==> config.mk <==
export PLATFORM = sky130hd
export DESIGN_NAME = pipeline_hazard_ctrl
export DESIGN_NICKNAME = d
export VERILOG_FILES = /design/src/rtl/cpu_pkg.sv /design/src/rtl/hazard_fwd_unit.sv /design/src/rtl/pipeline_hazard_ctrl.sv
export SDC_FILE = /design/constraint.sdc
export NUM_CORES = 1
export LEC_CHECK = 0
export BUFFER_PORTS_ARGS = -buffer_cell sky130_fd_sc_hd__buf_2
export CAP_MARGIN = 10
export CORE_AREA = 2 2 74 76
export DETAILED_ROUTE_END_ITERATION = 16
export DIE_AREA = 0 0 76 78
export MAX_ROUTING_LAYER = met4
export PLACE_DENSITY = 0.9
export SYNTH_ARGS = -nofsm -noshare
export SYNTH_HDL_FRONTEND = slang
export SYNTH_SLANG_ARGS = --single-unit
==> constraint.sdc <==
create_clock -name clk -period 3.1 [get_ports clk]
set_input_delay 0.155 -clock clk [delete_from_list [all_inputs] [get_ports clk]]
set_output_delay 0.155 -clock clk [all_outputs]
set_load 0.05 [all_outputs]
==> src/rtl/cpu_pkg.sv <==
// Shared RV32I pipeline types: control bundle, forwarding selects,
// hazard FSM states and the forwarding-source helper.
package cpu_pkg;

   typedef enum logic [1:0] {
      FWD_REG = 2'd0,
      FWD_MEM = 2'd1,
      FWD_WB  = 2'd2
   } fwd_sel_e;

   typedef enum logic [1:0] {
      INIT,
      RUN,
      MEM_WAIT
   } hazard_state_e;

   typedef struct packed {
      logic pc_en;
      logic fetch_to_decode_en;
      logic decode_to_execute_en;
      logic execute_to_mem_en;
      logic mem_to_reg_en;
      logic nop;
      logic stall_all;
      logic data_hazard;
   } global_control_st;

   localparam global_control_st CTRL_INIT =
      '{1'b0, 1'b0, 1'b0, 1'b0, 1'b0, 1'b1, 1'b1, 1'b0};
   localparam global_control_st CTRL_STALL =
      '{1'b0, 1'b0, 1'b0, 1'b0, 1'b0, 1'b0, 1'b1, 1'b0};
   localparam global_control_st CTRL_REDIRECT =
      '{1'b1, 1'b1, 1'b1, 1'b1, 1'b1, 1'b1, 1'b0, 1'b0};
   localparam global_control_st CTRL_BUBBLE =
      '{1'b0, 1'b0, 1'b1, 1'b1, 1'b1, 1'b1, 1'b0, 1'b1};
   localparam global_control_st CTRL_RUN =
      '{1'b1, 1'b1, 1'b1, 1'b1, 1'b1, 1'b0, 1'b0, 1'b0};

   // Youngest producer (mem) wins over wb; x0 is never forwarded.
   function automatic fwd_sel_e fwd_pick(
      input logic [4:0] rs,
      input logic       used,
      input logic [4:0] mem_rd,
      input logic       mem_wr,
      input logic [4:0] wb_rd,
      input logic       wb_wr
   );
      fwd_pick = FWD_REG;
      if (used && rs != 5'd0) begin
         if (mem_wr && mem_rd == rs)
            fwd_pick = FWD_MEM;
         else if (wb_wr && wb_rd == rs)
            fwd_pick = FWD_WB;
      end
   endfunction

endpackage

==> src/rtl/hazard_fwd_unit.sv <==
// Combinational operand-forwarding selects and load-use detection.
// Ports: decode rs1/rs2 + used flags, ex/mem/wb rd + write flags in;
// fwd_a/fwd_b selects and load_use out.
module hazard_fwd_unit
   import cpu_pkg::*;
(
   input  logic [4:0] id_rs1,
   input  logic [4:0] id_rs2,
   input  logic       id_rs1_used,
   input  logic       id_rs2_used,
   input  logic [4:0] ex_rd,
   input  logic       ex_write_reg,
   input  logic       ex_is_load,
   input  logic [4:0] mem_rd,
   input  logic       mem_write_reg,
   input  logic [4:0] wb_rd,
   input  logic       wb_write_reg,
   output fwd_sel_e   fwd_a,
   output fwd_sel_e   fwd_b,
   output logic       load_use
);

   logic ex_load_live;
   logic hit_rs1;
   logic hit_rs2;

   assign ex_load_live = ex_is_load && ex_write_reg && (ex_rd != 5'd0);
   assign hit_rs1 = id_rs1_used && (id_rs1 == ex_rd);
   assign hit_rs2 = id_rs2_used && (id_rs2 == ex_rd);
   assign load_use = ex_load_live && (hit_rs1 || hit_rs2);

   assign fwd_a = fwd_pick(id_rs1, id_rs1_used, mem_rd,
                           mem_write_reg, wb_rd, wb_write_reg);
   assign fwd_b = fwd_pick(id_rs2, id_rs2_used, mem_rd,
                           mem_write_reg, wb_rd, wb_write_reg);

endmodule

==> src/rtl/pipeline_hazard_ctrl.sv <==
// Stall/flush/forwarding controller for the 5-stage RV32I pipeline.
// Ports: hazard inputs from ID/EX/MEM/WB and the dmem handshake in;
// ctrl bundle, stage flushes, fwd selects, mem_err, stall_cnt out.
module pipeline_hazard_ctrl
   import cpu_pkg::*;
#(
   parameter int MEM_TIMEOUT = 16,
   parameter int CNT_WIDTH   = 32
) (
   input  logic                 clk,
   input  logic                 rst_n,
   input  logic [4:0]           id_rs1,
   input  logic [4:0]           id_rs2,
   input  logic                 id_rs1_used,
   input  logic                 id_rs2_used,
   input  logic [4:0]           ex_rd,
   input  logic                 ex_write_reg,
   input  logic                 ex_is_load,
   input  logic                 ex_redirect,
   input  logic [4:0]           mem_rd,
   input  logic                 mem_write_reg,
   input  logic [4:0]           wb_rd,
   input  logic                 wb_write_reg,
   input  logic                 dmem_req,
   input  logic                 dmem_ready,
   output global_control_st     ctrl,
   output logic                 flush_fd,
   output logic                 flush_de,
   output logic [1:0]           fwd_a_sel,
   output logic [1:0]           fwd_b_sel,
   output logic                 mem_err,
   output logic [CNT_WIDTH-1:0] stall_cnt
);

   localparam logic [7:0] TMO = MEM_TIMEOUT[7:0];
   localparam logic [CNT_WIDTH-1:0] CNT_ONE =
      {{(CNT_WIDTH-1){1'b0}}, 1'b1};

   hazard_state_e    state;
   hazard_state_e    state_nxt;
   logic [7:0]       wait_cnt;
   logic [7:0]       wait_nxt;
   fwd_sel_e         fwd_a;
   fwd_sel_e         fwd_b;
   logic             load_use;
   global_control_st run_ctrl;
   logic             run_fd;
   logic             run_de;

   hazard_fwd_unit u_fwd (
      .id_rs1        (id_rs1),
      .id_rs2        (id_rs2),
      .id_rs1_used   (id_rs1_used),
      .id_rs2_used   (id_rs2_used),
      .ex_rd         (ex_rd),
      .ex_write_reg  (ex_write_reg),
      .ex_is_load    (ex_is_load),
      .mem_rd        (mem_rd),
      .mem_write_reg (mem_write_reg),
      .wb_rd         (wb_rd),
      .wb_write_reg  (wb_write_reg),
      .fwd_a         (fwd_a),
      .fwd_b         (fwd_b),
      .load_use      (load_use)
   );

   // Redirect outranks load-use: the would-be consumer is flushed anyway.
   always_comb begin
      run_ctrl = CTRL_RUN;
      run_fd   = 1'b0;
      run_de   = 1'b0;
      if (ex_redirect) begin
         run_ctrl = CTRL_REDIRECT;
         run_fd   = 1'b1;
         run_de   = 1'b1;
      end else if (load_use) begin
         run_ctrl = CTRL_BUBBLE;
         run_de   = 1'b1;
      end
   end

   always_comb begin
      state_nxt = state;
      wait_nxt  = wait_cnt;
      ctrl      = run_ctrl;
      flush_fd  = run_fd;
      flush_de  = run_de;
      mem_err   = 1'b0;
      fwd_a_sel = fwd_a;
      fwd_b_sel = fwd_b;
      unique case (state)
         INIT: begin
            ctrl      = CTRL_INIT;
            flush_fd  = 1'b1;
            flush_de  = 1'b1;
            fwd_a_sel = FWD_REG;
            fwd_b_sel = FWD_REG;
            wait_nxt  = 8'd0;
            state_nxt = RUN;
         end
         RUN: begin
            if (dmem_req && !dmem_ready) begin
               ctrl      = CTRL_STALL;
               flush_fd  = 1'b0;
               flush_de  = 1'b0;
               wait_nxt  = 8'd1;
               state_nxt = MEM_WAIT;
            end
         end
         MEM_WAIT: begin
            // Completion cycle lets the pipe advance under normal rules.
            if (dmem_ready) begin
               wait_nxt  = 8'd0;
               state_nxt = RUN;
            end else begin
               ctrl     = CTRL_STALL;
               flush_fd = 1'b0;
               flush_de = 1'b0;
               if (wait_cnt == TMO) begin
                  mem_err   = 1'b1;
                  wait_nxt  = 8'd0;
                  state_nxt = RUN;
               end else begin
                  wait_nxt = wait_cnt + 8'd1;
               end
            end
         end
         default: begin
            ctrl      = CTRL_INIT;
            state_nxt = INIT;
         end
      endcase
   end

   always_ff @(posedge clk or negedge rst_n) begin
      if (!rst_n) begin
         state     <= INIT;
         wait_cnt  <= 8'd0;
         stall_cnt <= '0;
      end else begin
         state    <= state_nxt;
         wait_cnt <= wait_nxt;
         if (!ctrl.pc_en && stall_cnt != '1)
            stall_cnt <= stall_cnt + CNT_ONE;
      end
   end

endmodule

==> results.cfg <==
[outcome]
outcome = finished with violations
violations = hold timing

[cts]
cts_max_path_buffers = 2
cts_max_level = 2
cts.clk_slew.worst_paths_ps = 70
cts_num_sinks = 42
cts_tree = built
post_cts_buffers = 0
numCtsBuffers = 5
cts-root-buf = clkbuf_8
holdBufCountCts = 0
cts_resized = 0
worstSkewPairLatency_ps = 290

[sta]
period_share_pct = 83.0
hold_viol_final = 11
finalWorstSetupSlack_ps = 526
whs_ps = -8.87
slew_violations = 0
setup_viol_count_final = 0
fin_setup_tns_ps = 0
max_freq_ghz = 0.388
worstMarginPinSlew_ps = 906
rsz0062_at_grt = no
maxSlewHeadroom_pct = 39.6
final.min_clock_period_ps = 2570
finClkSkew_ps = 2.79

[pwr]
pwr-share-clk_pct = 14.9
sequentialPowerShare_pct = 31.6
p_leak_nw = 1.47
p_int_mw = 1.10
p_sw_mw = 1.10
pwr_density_cell_nw_per_um2 = 675
p_comb_share_pct = 53.4
sw_frac_of_total_pct = 50.0
ir_drop_mv = 0.728

[yosys]
async_flop_share_pct = 100
netlist_area_sq_um = 2740
syn_nets = 327
synthTopCellsByArea = dfrtp_1 38%, xnor2_1 10%, xor2_1 9.9%
ys_seq_area_share_pct = 38.4
ys_ff_latch = 42
synth_flop_cell = dfrtp_1
synth_warnings = 0
synth.largest_area_cell = dfrtp_1
synth_enable_flop_cells = 0
synth.top_cell.area_share_pct = 38.4
avgSynthCellArea_sq_um = 9.65
syn_inst = 284
synth_cell_types = 46

[finish]
area_growth_pct = 19.2
n_antenna_cell = 0
regArea_sq_um = 1050
nNetsFinal = 410
final_cell_mix = 82 x buf_2, 42 x dfrtp_1, 32 x xnor2_1
final_cells = 437
nFillCells = 402
final_common_cell = buf_2
multi_input_area_sq_um = 1600
drive_gt1_share_pct = 28.1

[drt]
postRouteAntennaNets = 0
first_iter_violations = 206
drt-vias-per-instance = 5.66
wl_per_cell_um = 14.6
drc = 0
wl_mm = 6.39
route.vias.total = 2472
drtPass1Iterations = 5

[min_path]
hold_class = in2async

[floorplanning]
dieArea_sq_um = 5930
io-pin-count = 83
die_h_um = 78
initial_core_util_pct = 54.3
dieWidth_um = 76
core-area_sq_um = 5040
rows = 26

[place]
dp.cells = 430
place_congestion = 0.872
dp_hpwl_mm = 4.96
place_ws_ps = 535
io_buffer_count = 82

[global_routing]
grt_overflow = 0
grt_first_pass_wirelength_mm = 11.0
antenna_found_initial = 0
grtUsageTotal_pct = 23.3
first_global_vias = 2345
grt_max_degree = 43

[setup_path]
cp_max_fo = 11
reg2reg_from = state[1]
cp_top_family = compound AO/OA/AOI/OAI gates
startpoint = state[1]
critPathKind = reg2reg
crit_chain = inv_1 -> ha_1 -> nor2b_1 -> o221ai_1 -> o32ai_1 -> o21ba_1 -> buf_4 -> nand4_1 -> xnor2_1
startpoint_type = flop
crit_buf_inv = 2
cp_num_cells = 9
reg2reg_to = stall_cnt[13]
crit_path_end_kind = flop
cp.arrival_ps = 2750
r2r_cells = 9
r2r_slack_ps = 530
cpPeakStageDelay_ps = 500
critPathRequiredTime_ps = 3280
slowest_stage = o21ba_1

[job]
maxCapViolations = 0
-- cells by family (layout without fill, tap and decap cells) --
| group | Yosys count | count (layout) | share of synthesized area (%) |
|---|---|---|---|
| xor+xnor | 63 | 63 | 20.1 |
| mux | 1 | 1 | 0.548 |
| buf+inv | 15 | 98 | 3.24 |
| fa+ha+maj | 7 | 7 | 3.20 |
| simple gates | 118 | 118 | 26.2 |
| flops | 42 | 42 | 38.4 |
| compound gates | 38 | 38 | 8.36 |
-- metal layers --
metal | track usage [%] | up-vias | share of wire [%]
li1 | - | 1173 | -
met5 | - | - | 0
met4 | 8.36 | 0 | 2.0
met1 | 29.7 | 1184 | 44
met2 | 38.1 | 100 | 48
met3 | 3.37 | 15 | 5.7
-- cell usage after synthesis, drive strengths merged, types with 4 or more instances --
cell type	instances
nor4	6
a21oi	13
dfrtp	42
ha	7
nor3b	4
nor3	6
xor2	31
nand2	22
buf	7
and3	10
xnor2	32
o21ai	12
nand2b	6
nand3	21
nor2	10
and4	5
inv	7
nand4	12
-- stage by stage --
stage / cell area, sq um / util [%] / total power [mW]
4_1_cts: 3270 / 64.8 / 2.21
3_3_place_gp: 3190 / 63.3 / 1.85
3_5_place_dp: 3190 / 63.3 / 1.88
5_1_grt: 3270 / 64.8 / 2.32
2_1_floorplan: 2740 / - / 1.66
6_report: 3270 / 64.8 / 2.20
-- worst max path at each step --
stage,to
global placement,stall_cnt[13]
floorplan,mem_err
CTS,stall_cnt[19]
finish,stall_cnt[13]
global route,stall_cnt[19]
detailed placement,stall_cnt[19]
-- registers in the layout, summed over array words and instances (netlist names) --
signal     count
stall_cnt     32
wait_cnt       8
state          2
-- power groups by stage --
| stage | Combinational [mW] | Sequential (mW) | Clock (mW) |
|---|---|---|---|
| after floorplan | 0.797 | 0.859 | 0 |
| after CTS | 1.18 | 0.697 | 0.336 |
| after detailed placement | 1.18 | 0.706 | 0 |
| final | 1.18 | 0.697 | 0.329 |
| after global routing | 1.25 | 0.711 | 0.354 |
| after global placement | 1.15 | 0.703 | 0 |
-- worst register-to-register path, stage by stage (launching register included) --
cell and delay, ps:
dfrtp_1 380, inv_1 90, ha_1 290, nor2b_1 190
o221ai_1 370, o32ai_1 120, o21ba_1 500, buf_4 260
nand4_1 120, xnor2_1 140
-- area by class of cell --
type | count | share of cell area [%]
tap | 70 | 2.68
inverter | 7 | 0.804
timing repair buffer | 84 | 13.0
clock buffer | 7 | 2.34
multi-input combinational | 227 | 49.0
sequential | 42 | 32.2
Power figures use the tool's default switching activity.
